File: src/rtl/vga_timing_pkg.sv
`default_nettype none
// ============================================================================
//  Module      : vga_timing_pkg
//  Description : Shared 640x480@60 timing constants and receiver state type.
//  Revision    : 1.0  initial release
// ============================================================================
package vga_timing_pkg;

    localparam int H_TOTAL      = 800;
    localparam int H_ACTIVE     = 640;
    localparam int H_SYNC_START = 656;
    localparam int H_SYNC_W     = 96;
    localparam int V_TOTAL      = 525;
    localparam int V_ACTIVE     = 480;
    localparam int V_SYNC_START = 490;
    localparam int V_SYNC_W     = 2;
    localparam int LOCK_FRAMES  = 2;

    typedef enum logic [1:0] {
        SEARCH  = 2'd0,
        ACQUIRE = 2'd1,
        LOCKED  = 2'd2
    } rx_state_t;

endpackage
`default_nettype wire

File: src/rtl/vga_sync_edge.sv
`default_nettype none
// ============================================================================
//  Module      : vga_sync_edge
//  Description : Registers an active-low sync input and flags its edges.
//  Revision    : 1.0  initial release
// ============================================================================
module vga_sync_edge (
    input  logic clk,
    input  logic rst,
    input  logic sync_n,
    output logic level,
    output logic fall,
    output logic rise
);

    logic sync_q, sync_d;
    logic prev_q, prev_d;

    always_comb begin
        sync_d = sync_n;
        prev_d = sync_q;
    end

    // Idle level of an active-low sync is high, so reset must not fake an edge.
    always_ff @(posedge clk or posedge rst) begin
        if (rst) begin
            sync_q <= 1'b1;
            prev_q <= 1'b1;
        end else begin
            sync_q <= sync_d;
            prev_q <= prev_d;
        end
    end

    assign level = sync_q;
    assign fall  = ~sync_q &  prev_q;
    assign rise  =  sync_q & ~prev_q;

endmodule
`default_nettype wire

File: src/rtl/vga_timing_rx.sv
`default_nettype none
// ============================================================================
//  Module      : vga_timing_rx
//  Description : Locks a flywheel x/y counter to incoming hs/vs and flags errors.
//  Revision    : 1.0  initial release
// ============================================================================
module vga_timing_rx #(
    parameter  int H_TOTAL      = vga_timing_pkg::H_TOTAL,
    parameter  int H_ACTIVE     = vga_timing_pkg::H_ACTIVE,
    parameter  int H_SYNC_START = vga_timing_pkg::H_SYNC_START,
    parameter  int H_SYNC_W     = vga_timing_pkg::H_SYNC_W,
    parameter  int V_TOTAL      = vga_timing_pkg::V_TOTAL,
    parameter  int V_ACTIVE     = vga_timing_pkg::V_ACTIVE,
    parameter  int V_SYNC_START = vga_timing_pkg::V_SYNC_START,
    parameter  int V_SYNC_W     = vga_timing_pkg::V_SYNC_W,
    parameter  int LOCK_FRAMES  = vga_timing_pkg::LOCK_FRAMES,
    parameter  int ERR_W        = 16,
    localparam int XW           = $clog2(H_TOTAL + 1),
    localparam int YW           = $clog2(V_TOTAL + 1)
) (
    input  logic             clk,
    input  logic             rst,
    input  logic             hs_n,
    input  logic             vs_n,
    output logic [XW-1:0]    x,
    output logic [YW-1:0]    y,
    output logic             draw,
    output logic             locked,
    output logic             err,
    output logic [ERR_W-1:0] err_count
);

    import vga_timing_pkg::*;

    localparam int GW = $clog2(LOCK_FRAMES + 1);

    localparam logic [XW-1:0] C_X_LAST    = XW'(H_TOTAL - 1);
    localparam logic [XW-1:0] C_X_ACTIVE  = XW'(H_ACTIVE);
    localparam logic [XW-1:0] C_HS_START  = XW'(H_SYNC_START);
    localparam logic [XW-1:0] C_HS_END    = XW'(H_SYNC_START + H_SYNC_W);
    localparam logic [YW-1:0] C_Y_LAST    = YW'(V_TOTAL - 1);
    localparam logic [YW-1:0] C_Y_ACTIVE  = YW'(V_ACTIVE);
    localparam logic [YW-1:0] C_VS_START  = YW'(V_SYNC_START);
    localparam logic [YW-1:0] C_VS_END    = YW'(V_SYNC_START + V_SYNC_W);
    localparam logic [GW-1:0] C_LOCK      = GW'(LOCK_FRAMES);

    rx_state_t        state_q, state_d;
    logic [XW-1:0]    x_q, x_d;
    logic [YW-1:0]    y_q, y_d;
    logic [GW-1:0]    good_q, good_d;
    logic [ERR_W-1:0] err_cnt_q, err_cnt_d;

    logic w_hs_lvl, w_hs_fall, w_hs_rise;
    logic w_vs_lvl, w_vs_fall, w_vs_rise;
    logic w_unused_edges;
    logic w_exp_hs_n, w_exp_vs_n, w_mismatch, w_err;
    logic w_x_wrap, w_frame_wrap;
    logic [XW-1:0] w_x_next;
    logic [YW-1:0] w_y_next;

    vga_sync_edge u_hs_edge (
        .clk    (clk),
        .rst    (rst),
        .sync_n (hs_n),
        .level  (w_hs_lvl),
        .fall   (w_hs_fall),
        .rise   (w_hs_rise)
    );

    vga_sync_edge u_vs_edge (
        .clk    (clk),
        .rst    (rst),
        .sync_n (vs_n),
        .level  (w_vs_lvl),
        .fall   (w_vs_fall),
        .rise   (w_vs_rise)
    );

    // Only the vs falling edge anchors the flywheel; level compare covers the rest.
    assign w_unused_edges = w_hs_fall | w_hs_rise | w_vs_rise;

    always_comb begin
        w_exp_hs_n   = ~((x_q >= C_HS_START) && (x_q < C_HS_END));
        w_exp_vs_n   = ~((y_q >= C_VS_START) && (y_q < C_VS_END));
        w_mismatch   = (w_hs_lvl != w_exp_hs_n) || (w_vs_lvl != w_exp_vs_n);
        w_err        = (state_q != SEARCH) && w_mismatch;
        w_x_wrap     = (x_q == C_X_LAST);
        w_frame_wrap = w_x_wrap && (y_q == C_Y_LAST);
        w_x_next     = w_x_wrap ? '0 : x_q + XW'(1);
        w_y_next     = !w_x_wrap ? y_q : ((y_q == C_Y_LAST) ? '0 : y_q + YW'(1));

        state_d   = state_q;
        x_d       = x_q;
        y_d       = y_q;
        good_d    = good_q;
        err_cnt_d = err_cnt_q;

        case (state_q)
            SEARCH: begin
                x_d = '0;
                y_d = '0;
                // The vs edge is the pixel x=0 of line V_SYNC_START, so the next one is x=1.
                if (w_vs_fall) begin
                    state_d = ACQUIRE;
                    x_d     = XW'(1);
                    y_d     = C_VS_START;
                    good_d  = '0;
                end
            end
            ACQUIRE, LOCKED: begin
                if (w_mismatch) begin
                    state_d = SEARCH;
                    x_d     = '0;
                    y_d     = '0;
                end else begin
                    x_d = w_x_next;
                    y_d = w_y_next;
                    if ((state_q == ACQUIRE) && w_frame_wrap) begin
                        good_d = good_q + GW'(1);
                        if (good_d == C_LOCK) begin
                            state_d = LOCKED;
                        end
                    end
                end
            end
            default: begin
                state_d = SEARCH;
                x_d     = '0;
                y_d     = '0;
            end
        endcase

        if (w_err && (err_cnt_q != {ERR_W{1'b1}})) begin
            err_cnt_d = err_cnt_q + ERR_W'(1);
        end
    end

    always_ff @(posedge clk or posedge rst) begin
        if (rst) begin
            state_q   <= SEARCH;
            x_q       <= '0;
            y_q       <= '0;
            good_q    <= '0;
            err_cnt_q <= '0;
        end else begin
            state_q   <= state_d;
            x_q       <= x_d;
            y_q       <= y_d;
            good_q    <= good_d;
            err_cnt_q <= err_cnt_d;
        end
    end

    assign x         = x_q;
    assign y         = y_q;
    assign locked    = (state_q == LOCKED);
    assign draw      = locked && (x_q < C_X_ACTIVE) && (y_q < C_Y_ACTIVE);
    assign err       = w_err;
    assign err_count = err_cnt_q;

endmodule
`default_nettype wire
File: config.mk
export PLATFORM = sky130hd
export DESIGN_NAME = vga_timing_rx
export DESIGN_NICKNAME = d
export VERILOG_FILES = /design/src/rtl/vga_timing_pkg.sv /design/src/rtl/vga_sync_edge.sv /design/src/rtl/vga_timing_rx.sv
export SDC_FILE = /design/constraint.sdc
export NUM_CORES = 1
export LEC_CHECK = 0
export BUFFER_PORTS_ARGS = -buffer_cell sky130_fd_sc_hd__buf_2
export CORE_MARGIN = 2
export CORE_UTILIZATION = 35
export CTS_CLUSTER_DIAMETER = 120
export DETAILED_ROUTE_END_ITERATION = 10
export MAX_ROUTING_LAYER = met4
export SYNTH_ARGS = -nofsm -noshare
export SYNTH_HDL_FRONTEND = slang
export SYNTH_SLANG_ARGS = --single-unit
export TNS_END_PERCENT = 20
File: constraint.sdc
create_clock -name clk -period 3.2 [get_ports clk]
set_clock_uncertainty 0.2 [all_clocks]
set_input_delay 0.8 -clock clk [delete_from_list [all_inputs] [get_ports clk]]
set_output_delay 0.8 -clock clk [all_outputs]
set_load 0.005 [all_outputs]
Word-level counts from Yosys, hierarchy flattened
Cells that the tools add are included.

word-level totals
  bits in registers = 43
  bits in latches = 0
  memory bits (writable) = 0
  bits in read-only memories = 0
  input port bits = 4
  word-level logic and storage cells = 69
  memories = 0

cells by class
  add/subtract/negate cells = 4
  $mul = 0
  div/mod/pow operators = 0
  magnitude comparators = 6
  eq/ne operators = 14
  shift operators = 0
  multiplexer cells = 18
  bitwise logic cells = 4
  reduce and logical (&&, ||, !) cells = 15

operators by type and width
  operator               number
  $mux 10                5
  $pmux 10 s2            2
  $add 10x1->10 const B  2
  $eq 10x10->1 const B   2
  $lt 10x10->1 const B   2
  $lt 10x9->1 const B    2
  $add 16x1->16 const B  1
  $ne 16x16->1 const B   1
  $mux 2                 7
  $ge 10x10->1 const B   1
  $ge 10x9->1 const B    1
  $mux 9                 1
  $ne 3x3->1 const B     3
  $logic_and 1x1->1      8
  $pmux 2 s2             2
  $eq 2x2->1 const B     2
  $ne 2x2->1 const B     2
  $reduce_and 4->1       1
  $reduce_bool 2->1      2
  $not 1->1              3
  $reduce_and 3->1       1
  $add 2x1->2 const B    1
  $eq 2x1->1 const B     1
  $logic_not 2->1        1
  other kinds (6)        7

Logic depth before layout (Yosys ltp)
  depth after elaboration = 7
  mapped depth = 8
  mapped depth without buffers = 7

Hierarchy
A second synthesis with hierarchy kept.

second synthesis, totals
  cells, all modules = 262
  area total of the unflattened synthesis = 2552.4 µm²

by module, submodules not included
  module         times used  cells each  area each (µm²)  seq. area each (µm²)
  vga_timing_rx  1           252         2409.8           1001.0
  vga_sync_edge  2           5           71.3             52.6

Worst setup path before layout
No wires, ideal clock.

  path type = flip-flop to output port
  from = register x_q[6] (netlist: x[6])
  to = output port err
  arrival time = 1.712 ns
  data required time = 2.200 ns
  path slack = 0.488 ns
  cell stages (with the launch flop) = 6
  path buffers = 1
  cell sequence = dfrtp_1 or3_1 and4_4 nor4b_4 buf_2 nor2_1

on the way
  cells in the longest elaborated chain, start to end = 6
  elaborated cells between the ends (all ways) = 7
  those cells by class = order compare: 2; eq/ne: 1; bitwise: 1; reduce/logical: 3

ends and longest elaborated chain
  element                                       line                  RTL
  start, declared                               vga_timing_rx.sv:48   logic [XW-1:0] x_q, x_d;
  start signal, assigned                        vga_timing_rx.sv:141  x_q <= '0;
  start signal, assigned                        vga_timing_rx.sv:147  x_q <= x_d;
  $ge 10x10->1 or $lt 10x10->1 (tied branches)  vga_timing_rx.sv:83   w_exp_hs_n = ~((x_q >= C_HS_START) && (x_q < C_HS_END));
  $logic_and 1x1->1 (*)                         vga_timing_rx.sv:83
  $not 1->1 (*)                                 vga_timing_rx.sv:83
  $ne 1x1->1 (*)                                vga_timing_rx.sv:85   w_mismatch = (w_hs_lvl != w_exp_hs_n) || (w_vs_lvl != w_exp_vs_n);
  $logic_or 1x1->1 (*)                          vga_timing_rx.sv:85
  $logic_and 1x1->1 (*)                         vga_timing_rx.sv:86   w_err = (state_q != SEARCH) && w_mismatch;
  end, declared                                 vga_timing_rx.sv:29   output logic err,

Every way passes the cells marked *; elsewhere a longest branch is shown, timed or not.

Worst setup path in the final report
  from = register y_q[0] (netlist: y[0])
  to = output port err

on the way
  cells in the longest elaborated chain, start to end = 6
  elaborated cells between the ends (all ways) = 7
  those cells by class = order compare: 2; eq/ne: 1; bitwise: 1; reduce/logical: 3

ends and longest elaborated chain
  element                                     line                  RTL
  start, declared                             vga_timing_rx.sv:49   logic [YW-1:0] y_q, y_d;
  start signal, assigned                      vga_timing_rx.sv:148  y_q <= y_d;
  $ge 10x9->1 or $lt 10x9->1 (tied branches)  vga_timing_rx.sv:84   w_exp_vs_n = ~((y_q >= C_VS_START) && (y_q < C_VS_END));
  $logic_and 1x1->1 (*)                       vga_timing_rx.sv:84
  $not 1->1 (*)                               vga_timing_rx.sv:84
  $ne 1x1->1 (*)                              vga_timing_rx.sv:85
  $logic_or 1x1->1 (*)                        vga_timing_rx.sv:85
  $logic_and 1x1->1 (*)                       vga_timing_rx.sv:86

Marked as above.

==> impl_metrics.yaml <==
timing:
  slew-limit-headroom_pct: 59.6
  finalHoldViolCount: 0
  fin_hold_ws_ns: 0.189
  grt_setup_unrepaired: "no"
  period_minus_slack_ns: 2.90
  period_share_pct: 90.7
  worst_slew_pin_slew_ns: 0.605
  setup_tns_ns: 0
  max_freq_ghz: 0.344
  drv_slew: 0
  finalSetupViolations: 0
synth:
  ys_seq_elements: 43
  netlist_instances: 252
  synth_fp_nets: 267
  yosysSeqAreaShare_pct: 43.3
  synth_edf_count: 0
  synth_ff_type: "dfrtp_1"
  synth.distinct_cells: 48
  syn-cell-area_mm2: 0.00249
  synth.avg_cell_area_um2: 9.90
  yosysWarningCount: 0
  postSynth.asyncResetShare_pct: 100
cells_and_area:
  area_growth_pct: 15.9
  nets: 311
  multiInputGateArea_mm2: 0.00133
  seqCellArea_mm2: 0.00108
  diodes: 0
  nFillCells: 707
  drive_gt1_share_pct: 23.9
placement:
  gp_congestion: 0.807
  io_buffers: 42
  place_hpwl_um: 4290
drt:
  viasPerCell: 5.24
  route.detailed.drc: 0
  drt-total-wl_um: 5750
  wl_per_cell_um: 14.6
  antenna_left: 0
  first_pass_iters: 4
  vias: 2059
  drt-initial-drc-count: 101
die:
  io_pins: 43
  die_area_mm2: 0.00782
  die_h_um: 88.4
  rows: 30
  initial_core_util_pct: 36.5
  core_area_mm2: 0.00683
  die_w_um: 88.4
pwr:
  p_total_mw: 1.36
  p_per_area_mw_per_mm2: 472
  combPwrFrac_pct: 25.6
  leakage_nw: 1.36
  p_switching_uw: 455
  p_int_uw: 909
  ir_drop_uv: 218
  switching_share_pct: 33.4
  pwr-share-seq_pct: 50.4
  power.share.clock_pct: 24.0
clocking:
  cts_htree_levels: 2
  insertion_delay_ns: 0.29
  clock_sinks: 43
  postCtsSetupRepairBufs: 0
  ctsHoldBuffers: 0
  clockBufferDepth: 2
  cts_root_buf: "clkbuf_8"
  numCtsBuffers: 5
  cts_tree: "done"
  ctsResizeCount: 0
  clkTransAtPathRegs_ns: 0.07
global_routing:
  gr-total-overflow: 0
  groute.usage.overall_pct: 16.1
  grt_pass1_vias: 1952
  antenna_found_initial: 0
  grt_max_degree: 25
  grt_pass1_wl_um: 9600
critical_path:
  r2r_start: "y[4]"
  critPathLaunch: "y[0]"
  cp-start-kind: "register"
  cp.required_ns: 2.20
  arrival_ns: 1.90
  crit_type: "register to output port"
  path_max_fanout: 7
  crit_path_end_kind: "output port"
hold_path:
  min_from: "u_vs_edge.level"
  hp-class: "register to register"
job:
  maxCapViolCount: 0
outcome:
  outcome: "finished, final reports clean"
==> synthesized netlist by cell type, types with 2 or more instances <==
library cell	count	area share, %
nand2_1	12	1.8
a41oi_1	2	0.70
a31o_2	3	1.1
or3_1	2	0.50
or2_2	3	0.75
and3_1	11	2.8
ha_1	11	5.5
xnor2_1	5	1.8
nor3_1	12	2.4
dfrtp_1	40	40
nor2_1	13	2.0
nand3b_1	3	0.90
xor2_1	17	6.0
nand4_1	3	0.75
inv_1	11	1.7
buf_2	3	0.60
o2bb2ai_1	3	1.1
nor4_1	8	2.0
a31oi_1	5	1.3
dfstp_2	3	3.2
a21oi_1	10	2.0
nand3_1	15	3.0
and4_1	4	1.4
nor3b_1	4	1.2
o21ai_0	13	2.6
clkbuf_1	4	0.60
nor4b_1	6	2.1
o221a_2	2	0.90
nand2b_1	3	0.75
and2_1	3	0.75
==> layer usage <==
metal  global-route usage, %  up-vias  routed length (um)
met5                       -        -                   0
met4                    3.31        0                  25
met3                    2.80        2                 187
met2                    25.1       46                2730
met1                    22.1      997                2800
li1                        -     1014                   -
==> power by group through the flow <==
stage          Sequential (mW)  Combinational [mW]  Clock, mW
2_1_floorplan            0.682               0.232          0
3_3_place_gp             0.696               0.349          0
3_5_place_dp             0.697               0.352          0
4_1_cts                  0.688               0.353      0.349
5_1_grt                  0.699               0.402      0.374
6_report                 0.687               0.349      0.328
==> through the flow <==
stage	setup slack [ns]	area [um2]	utilization, %	instances
2_1_floorplan	0.488	2490	-	252
3_3_place_gp	0.595	2810	41.1	385
3_5_place_dp	0.590	2810	41.1	385
4_1_cts	0.265	2890	42.3	393
5_1_grt	0.165	2890	42.3	393
6_report	0.296	2890	42.3	393
==> cells in the final DEF (no fill, tap or decap), types with 2 or more instances in the layout <==
master	count
dfstp_2	3
or2_2	3
o221a_2	2
buf_4	4
a31o_2	3
ha_1	11
o2bb2ai_1	3
nand2b_1	3
and4_1	4
nand3b_1	3
buf_2	42
clkbuf_8	5
xor2_1	17
nor3_1	12
nor4_1	8
xnor2_1	5
nand2_1	12
dfrtp_1	40
a21oi_1	10
nand4_1	3
inv_1	10
or3_1	2
a41oi_1	2
and3_1	11
nor3b_1	4
nor2_1	13
clkbuf_1	2
o21ai_0	13
nand3_1	15
a31oi_1	5
and2_1	3
nor4b_1	6
==> area by class of cell <==
class                   instances  share of cell area, %
multi-input cells             189                   46.0
clock buffers                   7                   2.64
flip-flops and latches         43                   37.3
well taps                      96                   4.15
inverters                      11                   1.43
repair buffers                 46                   8.31
clock inverters                 1                  0.173
==> worst max-delay path, stage by stage (launching register included) <==
cell     delay [ns]
dfrtp_1        0.44
inv_1          0.09
ha_1           0.19
or2_2          0.28
a31oi_1        0.27
nor4b_4        0.09
nor2_1         0.13
buf_2          0.14
==> worst paths after layout <==
check | slack [ns] | cells after the start | endpoint
hold reg to reg | 0.19 | 0 | u_vs_edge.prev_q
setup / recovery | 0.30 | 7 | err
hold / removal | 0.19 | 0 | u_vs_edge.prev_q
setup reg to reg | 0.59 | 6 | x[1]
max in group asynchronous | 1.92 | 3 | u_hs_edge.level
min in group asynchronous | 0.24 | 2 | err_count[3]
==> logic make-up (layout without fill, tap and decap cells) <==
| kind of cell | count (synthesis) | count (layout) | share of synthesized area [%] |
|---|---|---|---|
| simple gates | 112 | 112 | 28.0 |
| fa+ha+maj | 11 | 11 | 5.52 |
| compound gates | 42 | 42 | 11.1 |
| mux | 2 | 2 | 0.853 |
| flops | 43 | 43 | 43.3 |
| xor+xnor | 22 | 22 | 7.72 |
| buf+inv | 20 | 65 | 3.46 |
==> sequential cells by signal, indices dropped and copies added, names as in the netlist <==
| register | flops |
|---|---|
| good_q | 2 |
| state_q | 2 |
| u_vs_edge.prev_q | 1 |
| u_hs_edge.level | 1 |
| x | 10 |
| err_count | 16 |
| u_vs_edge.level | 1 |
| y | 10 |
Power figures use the tool's default switching activity.
